===== src/rtl/mem_arb_pkg.sv =====
// mem_arb_pkg: shared types for the two-port main_mem line arbiter
package mem_arb_pkg;
  localparam int ARB_LINE_ADDR_LEN_DEF = 3;
  localparam int ARB_LINE_BITS_DEF = 32 << ARB_LINE_ADDR_LEN_DEF;
  typedef logic [ARB_LINE_BITS_DEF-1:0] line_t;
  typedef enum logic [1:0] {ARB_IDLE, ARB_BUSY, ARB_RESP} arb_state_t;
  typedef enum logic {ARB_PORT0, ARB_PORT1} arb_port_t;
endpackage


===== src/rtl/mem_arb_pick.sv =====
// mem_arb_pick: winner select between two line requesters
// MEM_ARB_FIXED_PRIO_EN: port1 always wins contention, otherwise round-robin on rr_last
module mem_arb_pick
  import mem_arb_pkg::*;
(
  input  logic i_req0,
  input  logic i_req1,
  input  logic i_rr_last,
  output logic o_pick
);
`ifdef MEM_ARB_FIXED_PRIO_EN
  assign o_pick = i_req1;
`else
  assign o_pick = i_req1 & (!i_req0 | (arb_port_t'(i_rr_last) == ARB_PORT0));
`endif
endmodule


===== src/rtl/mem_line_arbiter.sv =====
// mem_line_arbiter: serialises I-side (port0) and D-side (port1) line transactions onto main_mem
// Contention policy selected by MEM_ARB_FIXED_PRIO_EN (see mem_arb_pick)
module mem_line_arbiter
  import mem_arb_pkg::*;
#(
  parameter int LINE_ADDR_LEN = 3,
  parameter int MEM_ADDR_LEN  = 7
) (
  input  logic                            clk,
  input  logic                            rst,
  input  logic [MEM_ADDR_LEN-1:0]         m0_addr,
  input  logic                            m0_rd_req,
  input  logic                            m0_wr_req,
  input  logic [(32<<LINE_ADDR_LEN)-1:0]  m0_wr_line,
  output logic [(32<<LINE_ADDR_LEN)-1:0]  m0_rd_line,
  output logic                            m0_gnt,
  input  logic [MEM_ADDR_LEN-1:0]         m1_addr,
  input  logic                            m1_rd_req,
  input  logic                            m1_wr_req,
  input  logic [(32<<LINE_ADDR_LEN)-1:0]  m1_wr_line,
  output logic [(32<<LINE_ADDR_LEN)-1:0]  m1_rd_line,
  output logic                            m1_gnt,
  output logic [MEM_ADDR_LEN-1:0]         mem_addr,
  output logic                            mem_rd_req,
  output logic                            mem_wr_req,
  output logic [(32<<LINE_ADDR_LEN)-1:0]  mem_wr_line,
  input  logic [(32<<LINE_ADDR_LEN)-1:0]  mem_rd_line,
  input  logic                            mem_gnt
);
  localparam int LW = 32 << LINE_ADDR_LEN;
  arb_state_t              r_state;
  arb_port_t               r_rr_last;
  arb_port_t               r_owner;
  logic [MEM_ADDR_LEN-1:0] r_mem_addr;
  logic                    r_mem_rd;
  logic                    r_mem_wr;
  logic [LW-1:0]           r_mem_wr_line;
  logic [LW-1:0]           r_m0_rd_line;
  logic [LW-1:0]           r_m1_rd_line;
  logic                    r_m0_gnt;
  logic                    r_m1_gnt;
  logic                    w_req0;
  logic                    w_req1;
  logic                    w_pick;
  logic                    w_wr;
  assign w_req0 = m0_rd_req | m0_wr_req;
  assign w_req1 = m1_rd_req | m1_wr_req;
  // a port raising both rd and wr is served as a write
  assign w_wr = w_pick ? m1_wr_req : m0_wr_req;
  mem_arb_pick u_pick (
    .i_req0   (w_req0),
    .i_req1   (w_req1),
    .i_rr_last(r_rr_last),
    .o_pick   (w_pick)
  );
  always_ff @(posedge clk) begin
    if (!rst) begin
      r_state       <= ARB_IDLE;
      r_rr_last     <= ARB_PORT1;
      r_owner       <= ARB_PORT0;
      r_mem_addr    <= '0;
      r_mem_rd      <= 1'b0;
      r_mem_wr      <= 1'b0;
      r_mem_wr_line <= '0;
      r_m0_rd_line  <= '0;
      r_m1_rd_line  <= '0;
      r_m0_gnt      <= 1'b0;
      r_m1_gnt      <= 1'b0;
    end else begin
      r_m0_gnt <= 1'b0;
      r_m1_gnt <= 1'b0;
      case (r_state)
        ARB_IDLE: if (w_req0 | w_req1) begin
          r_state       <= ARB_BUSY;
          r_owner       <= arb_port_t'(w_pick);
          r_rr_last     <= arb_port_t'(w_pick);
          r_mem_addr    <= w_pick ? m1_addr : m0_addr;
          r_mem_wr_line <= w_pick ? m1_wr_line : m0_wr_line;
          r_mem_wr      <= w_wr;
          r_mem_rd      <= !w_wr;
        end
        ARB_BUSY: if (mem_gnt) begin
          // r_mem_rd still encodes the op until it is dropped here
          r_state  <= ARB_RESP;
          r_mem_rd <= 1'b0;
          r_mem_wr <= 1'b0;
          r_m0_gnt <= r_owner == ARB_PORT0;
          r_m1_gnt <= r_owner == ARB_PORT1;
          if (r_mem_rd && r_owner == ARB_PORT0) r_m0_rd_line <= mem_rd_line;
          if (r_mem_rd && r_owner == ARB_PORT1) r_m1_rd_line <= mem_rd_line;
        end
        default: r_state <= ARB_IDLE;
      endcase
    end
  end
  assign mem_addr    = r_mem_addr;
  assign mem_rd_req  = r_mem_rd;
  assign mem_wr_req  = r_mem_wr;
  assign mem_wr_line = r_mem_wr_line;
  assign m0_rd_line  = r_m0_rd_line;
  assign m1_rd_line  = r_m1_rd_line;
  assign m0_gnt      = r_m0_gnt;
  assign m1_gnt      = r_m1_gnt;
endmodule


===== config.mk =====
export PLATFORM = sky130hd
export DESIGN_NAME = mem_line_arbiter
export DESIGN_NICKNAME = d
export VERILOG_FILES = /design/src/rtl/mem_arb_pkg.sv /design/src/rtl/mem_arb_pick.sv /design/src/rtl/mem_line_arbiter.sv
export SDC_FILE = /design/constraint.sdc
export NUM_CORES = 2
export LEC_CHECK = 0
export ABC_CLOCK_PERIOD_IN_PS = 5200
export CAP_MARGIN = 10
export CORE_AREA = 4 4 612 614
export CTS_CLUSTER_DIAMETER = 100
export CTS_CLUSTER_SIZE = 20
export DETAILED_ROUTE_END_ITERATION = 7
export DIE_AREA = 0 0 616 618
export PLACE_DENSITY = 0.3
export SETUP_SLACK_MARGIN = 0.1
export SLEW_MARGIN = 30
export SYNTH_ARGS = -nofsm -noshare
export SYNTH_HDL_FRONTEND = slang
export SYNTH_SLANG_ARGS = --single-unit

===== constraint.sdc =====
create_clock -name clk -period 5.2 [get_ports clk]
set_clock_uncertainty 0.2 [all_clocks]
set_input_delay 1.56 -clock clk [delete_from_list [all_inputs] [get_ports clk]]
set_output_delay 1.56 -clock clk [all_outputs]
set_load 0.1 [all_outputs]

==> metrics.txt <==
# TYPE chip_impl_metric gauge
chip_impl_metric{name="groute.usage.overall",unit="%"} 12.5
chip_impl_metric{name="worst_pin_slew",unit="ns"} 1.06
chip_impl_info{name="yosys-top-cells-area",value="dfxtp_1 52%, o21ai_0 9.9%, a21oi_1 8.8%, nand2_1 6.5%, nand3_1 5.7%"} 1
chip_impl_metric{name="cts_repair_resizes",unit=""} 0
chip_impl_metric{name="pin_count",unit=""} 1568
chip_impl_metric{name="ff2ff_setup_slack",unit="ns"} 2.58
chip_impl_metric{name="critPathBufInv",unit=""} 1
chip_impl_metric{name="areaGrowthSynthToFinish",unit="%"} 72.6
chip_impl_metric{name="synth-seq-area-share",unit="%"} 52.1
chip_impl_info{name="worst_path_dominant_cell_family",value="buffers and inverters"} 1
chip_impl_metric{name="detail_route.wirelength",unit="um"} 251000
chip_impl_metric{name="postRouteAntennaNets",unit=""} 0
chip_impl_metric{name="timing.max_slew.rel_slack",unit="%"} 29.2
chip_impl_metric{name="synthDominantCellAreaShare",unit="%"} 52.1
chip_impl_info{name="worstSetupStartpointType",value="flop"} 1
chip_impl_metric{name="setup_viol_count_final",unit=""} 0
chip_impl_metric{name="switching_share",unit="%"} 40.4
chip_impl_metric{name="dp_slack",unit="ns"} 0.893
chip_impl_metric{name="maxCapViolCount",unit=""} 0
chip_impl_info{name="crit_path_cells",value="clkdlybuf4s50_1"} 1
chip_impl_metric{name="drc",unit=""} 0
chip_impl_info{name="yosysTopAreaCell",value="dfxtp_1"} 1
chip_impl_metric{name="synth_seq_cells",unit=""} 783
chip_impl_metric{name="cts.htree.levels",unit=""} 3
chip_impl_info{name="tritoncts_clock_tree",value="yes"} 1
chip_impl_metric{name="static-leakage-power",unit="uW"} 0.0187
chip_impl_metric{name="grt_remaining_overflow",unit=""} 0
chip_impl_metric{name="die_height",unit="um"} 618
chip_impl_metric{name="synth.net_count",unit=""} 4279
chip_impl_metric{name="worstRegToRegCells",unit=""} 5
chip_impl_metric{name="syn-mean-instance-area",unit="um2"} 8.63
chip_impl_info{name="critical_path.endpoint",value="mem_wr_line[227]"} 1
chip_impl_metric{name="synth_compound_gate_area_share",unit="%"} 24.0
chip_impl_metric{name="post_synth_num_cell_types",unit=""} 32
chip_impl_metric{name="critical-path-max-stage-delay",unit="ns"} 1.27
chip_impl_info{name="synth_flop_cell",value="dfxtp_1"} 1
chip_impl_info{name="clock_tree.root_cell",value="clkbuf_16"} 1
chip_impl_metric{name="part_of_the_total_power_dissipated_in_combinational_logic",unit="%"} 29.0
chip_impl_metric{name="critPathRequiredTime",unit="ns"} 3.44
chip_impl_metric{name="cts.sink_count",unit=""} 783
chip_impl_metric{name="design.die.area",unit="um2"} 381000
chip_impl_metric{name="fin_crit",unit="ns"} 4.39
chip_impl_metric{name="yosysWarnings",unit=""} 0
chip_impl_metric{name="std_cell_rows",unit=""} 223
chip_impl_info{name="maxUsedRoutingLayer",value="met5"} 1
chip_impl_metric{name="hold_buffers_post_cts",unit=""} 0
chip_impl_metric{name="power.total",unit="uW"} 17800
chip_impl_metric{name="number_of_antenna_violations_at_the_first_check_in_global_routing",unit=""} 81
chip_impl_metric{name="post-cts-setup-buffer-count",unit=""} 0
chip_impl_metric{name="path_depth",unit=""} 1
chip_impl_metric{name="port_buffers",unit=""} 1567
chip_impl_info{name="critPathSlowestCell",value="clkdlybuf4s50_1"} 1
chip_impl_metric{name="vias_per_cell",unit=""} 3.21
chip_impl_metric{name="cts_max_path_buffers",unit=""} 4
chip_impl_metric{name="drt-pass1-iter-count",unit=""} 7
chip_impl_metric{name="detailed_routed_wire_length_on_met2",unit="um"} 134000
chip_impl_metric{name="drt-met1-wl",unit="um"} 91100
chip_impl_metric{name="final_critical_path_setup_slack",unit="ns"} 0.806
chip_impl_metric{name="drt_iter0_drc",unit=""} 1915
chip_impl_metric{name="power_switching",unit="uW"} 7180
chip_impl_metric{name="path_clk_slew",unit="ns"} 0.09
chip_impl_metric{name="cp_data_arrival_time",unit="ns"} 2.63
chip_impl_metric{name="cell_internal_pwr",unit="uW"} 10600
chip_impl_metric{name="yosys-mux-area-fraction",unit="%"} 0
chip_impl_metric{name="maximum_number_of_pins_on_one_net_before_global_route_repair",unit=""} 133
chip_impl_metric{name="post_synth_fa_ha_maj_area_fraction",unit="%"} 0
chip_impl_metric{name="sequentialPowerShare",unit="%"} 36.9
chip_impl_metric{name="max_freq",unit="MHz"} 228
chip_impl_metric{name="powerDensity",unit="nW/um2"} 343
chip_impl_info{name="beginning_of_the_critical_path",value="mem_wr_line[227]$_SDFFE_PN0P_"} 1
chip_impl_info{name="yosysMostFrequentCell",value="dfxtp_1"} 1
chip_impl_metric{name="timing_hold_violations_final",unit=""} 0
chip_impl_metric{name="critical_path.max_fanout",unit=""} 2
chip_impl_metric{name="die_x",unit="um"} 616
chip_impl_metric{name="asyncSetResetFlopFracSynth",unit="%"} 0
chip_impl_metric{name="drive_above_1_share",unit="%"} 20.2
chip_impl_metric{name="core_area",unit="um2"} 369000
chip_impl_metric{name="clock_insertion_delay_at_the_later_pin_of_the_skew_report",unit="ns"} 0.75
chip_impl_info{name="run_status",value="complete, no violations"} 1
chip_impl_info{name="regToRegStartpoint",value="r_state[1]$_SDFFE_PN0P_"} 1
chip_impl_metric{name="power_frac_clock",unit="%"} 34.1
chip_impl_metric{name="place_congestion",unit=""} 0.887
chip_impl_metric{name="vdd_ir_drop_max",unit="uV"} 185
chip_impl_metric{name="syn_inst",unit=""} 3490
chip_impl_metric{name="setup_tns",unit="ns"} 0
chip_impl_info{name="synth_top_family_by_area",value="compound AO/OA/AOI/OAI gates"} 1
chip_impl_metric{name="final_cell_count_no_fill",unit=""} 9910
chip_impl_metric{name="yosys.area_share.simple",unit="%"} 18.2
chip_impl_info{name="yosys-top-cells-count",value="783 x dfxtp_1, 597 x o21ai_0, 527 x a21oi_1"} 1
chip_impl_metric{name="hpwl",unit="um"} 208000
chip_impl_metric{name="wl_met3",unit="um"} 18000
chip_impl_info{name="critical_path_class",value="flop to output pin"} 1
chip_impl_metric{name="final.period_utilization",unit="%"} 84.5
chip_impl_metric{name="finish.net_count",unit=""} 5675
chip_impl_metric{name="effective_utilization_at_floorplan",unit="%"} 8.17
chip_impl_metric{name="grt_pass1_wl",unit="um"} 322000
chip_impl_info{name="r2r-end",value="m0_rd_line[19]$_SDFFE_PN0P_"} 1
chip_impl_info{name="hold_class",value="flop to flop"} 1
chip_impl_metric{name="synth-edff-count",unit=""} 0
chip_impl_metric{name="share_of_the_synthesized_netlist_area_taken_by_xor_and_xnor_gates",unit="%"} 0
chip_impl_metric{name="post_drt_wl_per_cell",unit="um"} 25.3
chip_impl_metric{name="final_max_slew_viol_count",unit=""} 0
chip_impl_metric{name="grt_pass1_vias",unit=""} 31900
chip_impl_metric{name="hold-path-cell-count",unit=""} 2
chip_impl_info{name="grt_setup_unrepaired",value="false"} 1
chip_impl_info{name="cp-end-kind",value="output pin"} 1
chip_impl_metric{name="synthesis.area",unit="um2"} 30100
chip_impl_metric{name="post_place_cells",unit=""} 9762
chip_impl_metric{name="tritoncts.num_buffers",unit=""} 72
chip_impl_metric{name="detailroute.via_count",unit=""} 31800
metrics by stage:
step | util [%] | area, um2 | hold slack (ns)
floorplan | - | 30100 | 0.251
global placement | 13.9 | 51100 | 0.245
detailed placement | 13.4 | 49500 | 0.246
CTS | 14.1 | 52000 | 0.259
global route | 14.1 | 51900 | 0.272
finish | 14.1 | 52000 | 0.256
how the worst min path moves through the flow:
stage	from	endpoint	slack, ns
after floorplan	r_owner$_SDFFE_PN0P_	m0_gnt$_SDFF_PN0_	0.25
after global placement	m0_rd_line[180]$_SDFFE_PN0P_	m0_rd_line[180]$_SDFFE_PN0P_	0.24
after detailed placement	m0_rd_line[236]$_SDFFE_PN0P_	m0_rd_line[236]$_SDFFE_PN0P_	0.25
after CTS	m0_rd_line[81]$_SDFFE_PN0P_	m0_rd_line[81]$_SDFFE_PN0P_	0.26
after global routing	m0_rd_line[123]$_SDFFE_PN0P_	m0_rd_line[123]$_SDFFE_PN0P_	0.27
final	m0_rd_line[81]$_SDFFE_PN0P_	m0_rd_line[81]$_SDFFE_PN0P_	0.26
state kept, by name, summed over array words and instances, names as in the netlist:
| name | cells |
|---|---|
| m0_rd_line | 256 |
| mem_addr | 7 |
| m1_rd_line | 256 |
| m0_gnt | 1 |
| mem_rd_req | 1 |
| r_state | 2 |
| mem_wr_req | 1 |
| r_rr_last | 1 |
| mem_wr_line | 256 |
| r_owner | 1 |
| m1_gnt | 1 |
metal layers:
metal | global-route usage (%) | up-vias
li1 | - | 15000
met5 | 0 | -
met1 | 13.1 | 15400
met4 | 3.52 | 24
met3 | 3.89 | 269
met2 | 23.6 | 1148
cell families (layout without fill, tap and decap cells):
kind of cell	count (synthesis)	in the layout
other	0	25
and+or+nand+nor	1050	1050
DFF	783	783
AOI/OAI and AO/OA	1311	1311
buffers and inverters	346	1791
cell type report:
cell class	count	area, um2
Multi-Input combinational cell	2361	12700
Sequential cell	783	15700
Tap cell	4950	6190
Fill cell	42100	317000
Clock inverter	39	505
Timing Repair Buffer	1667	14800
Inverter	1	3.75
Antenna cell	25	62.6
Clock buffer	84	1960
cells in the final DEF (no fill, tap or decap), types with 2 or more instances in the layout:
cell / instances
a21oi_1: 527
buf_12: 25
buf_2: 357
buf_4: 145
buf_8: 2
bufinv_16: 5
clkbuf_1: 2
clkbuf_16: 73
clkbuf_8: 9
clkdlybuf4s50_1: 1136
clkinv_2: 7
clkinv_4: 4
clkinv_8: 4
clkinvlp_4: 5
dfxtp_1: 783
diode_2: 25
inv_12: 3
inv_16: 2
inv_6: 3
inv_8: 6
nand2_1: 525
nand3_1: 343
nand3_2: 170
nor2_1: 2
o21ai_0: 596
o21ai_1: 10
o21ai_2: 170
power groups by stage:
| stage | registers (uW) | logic (uW) | clock network, uW |
|---|---|---|---|
| after floorplan | 8760 | 954 | 0 |
| after global routing | 6590 | 5390 | 6540 |
| after CTS | 6560 | 5280 | 6420 |
| final | 6570 | 5170 | 6060 |
| after detailed placement | 6690 | 5270 | 0 |
| after global placement | 6700 | 5350 | 0 |
No activity file was read; power rests on OpenSTA's default activity.
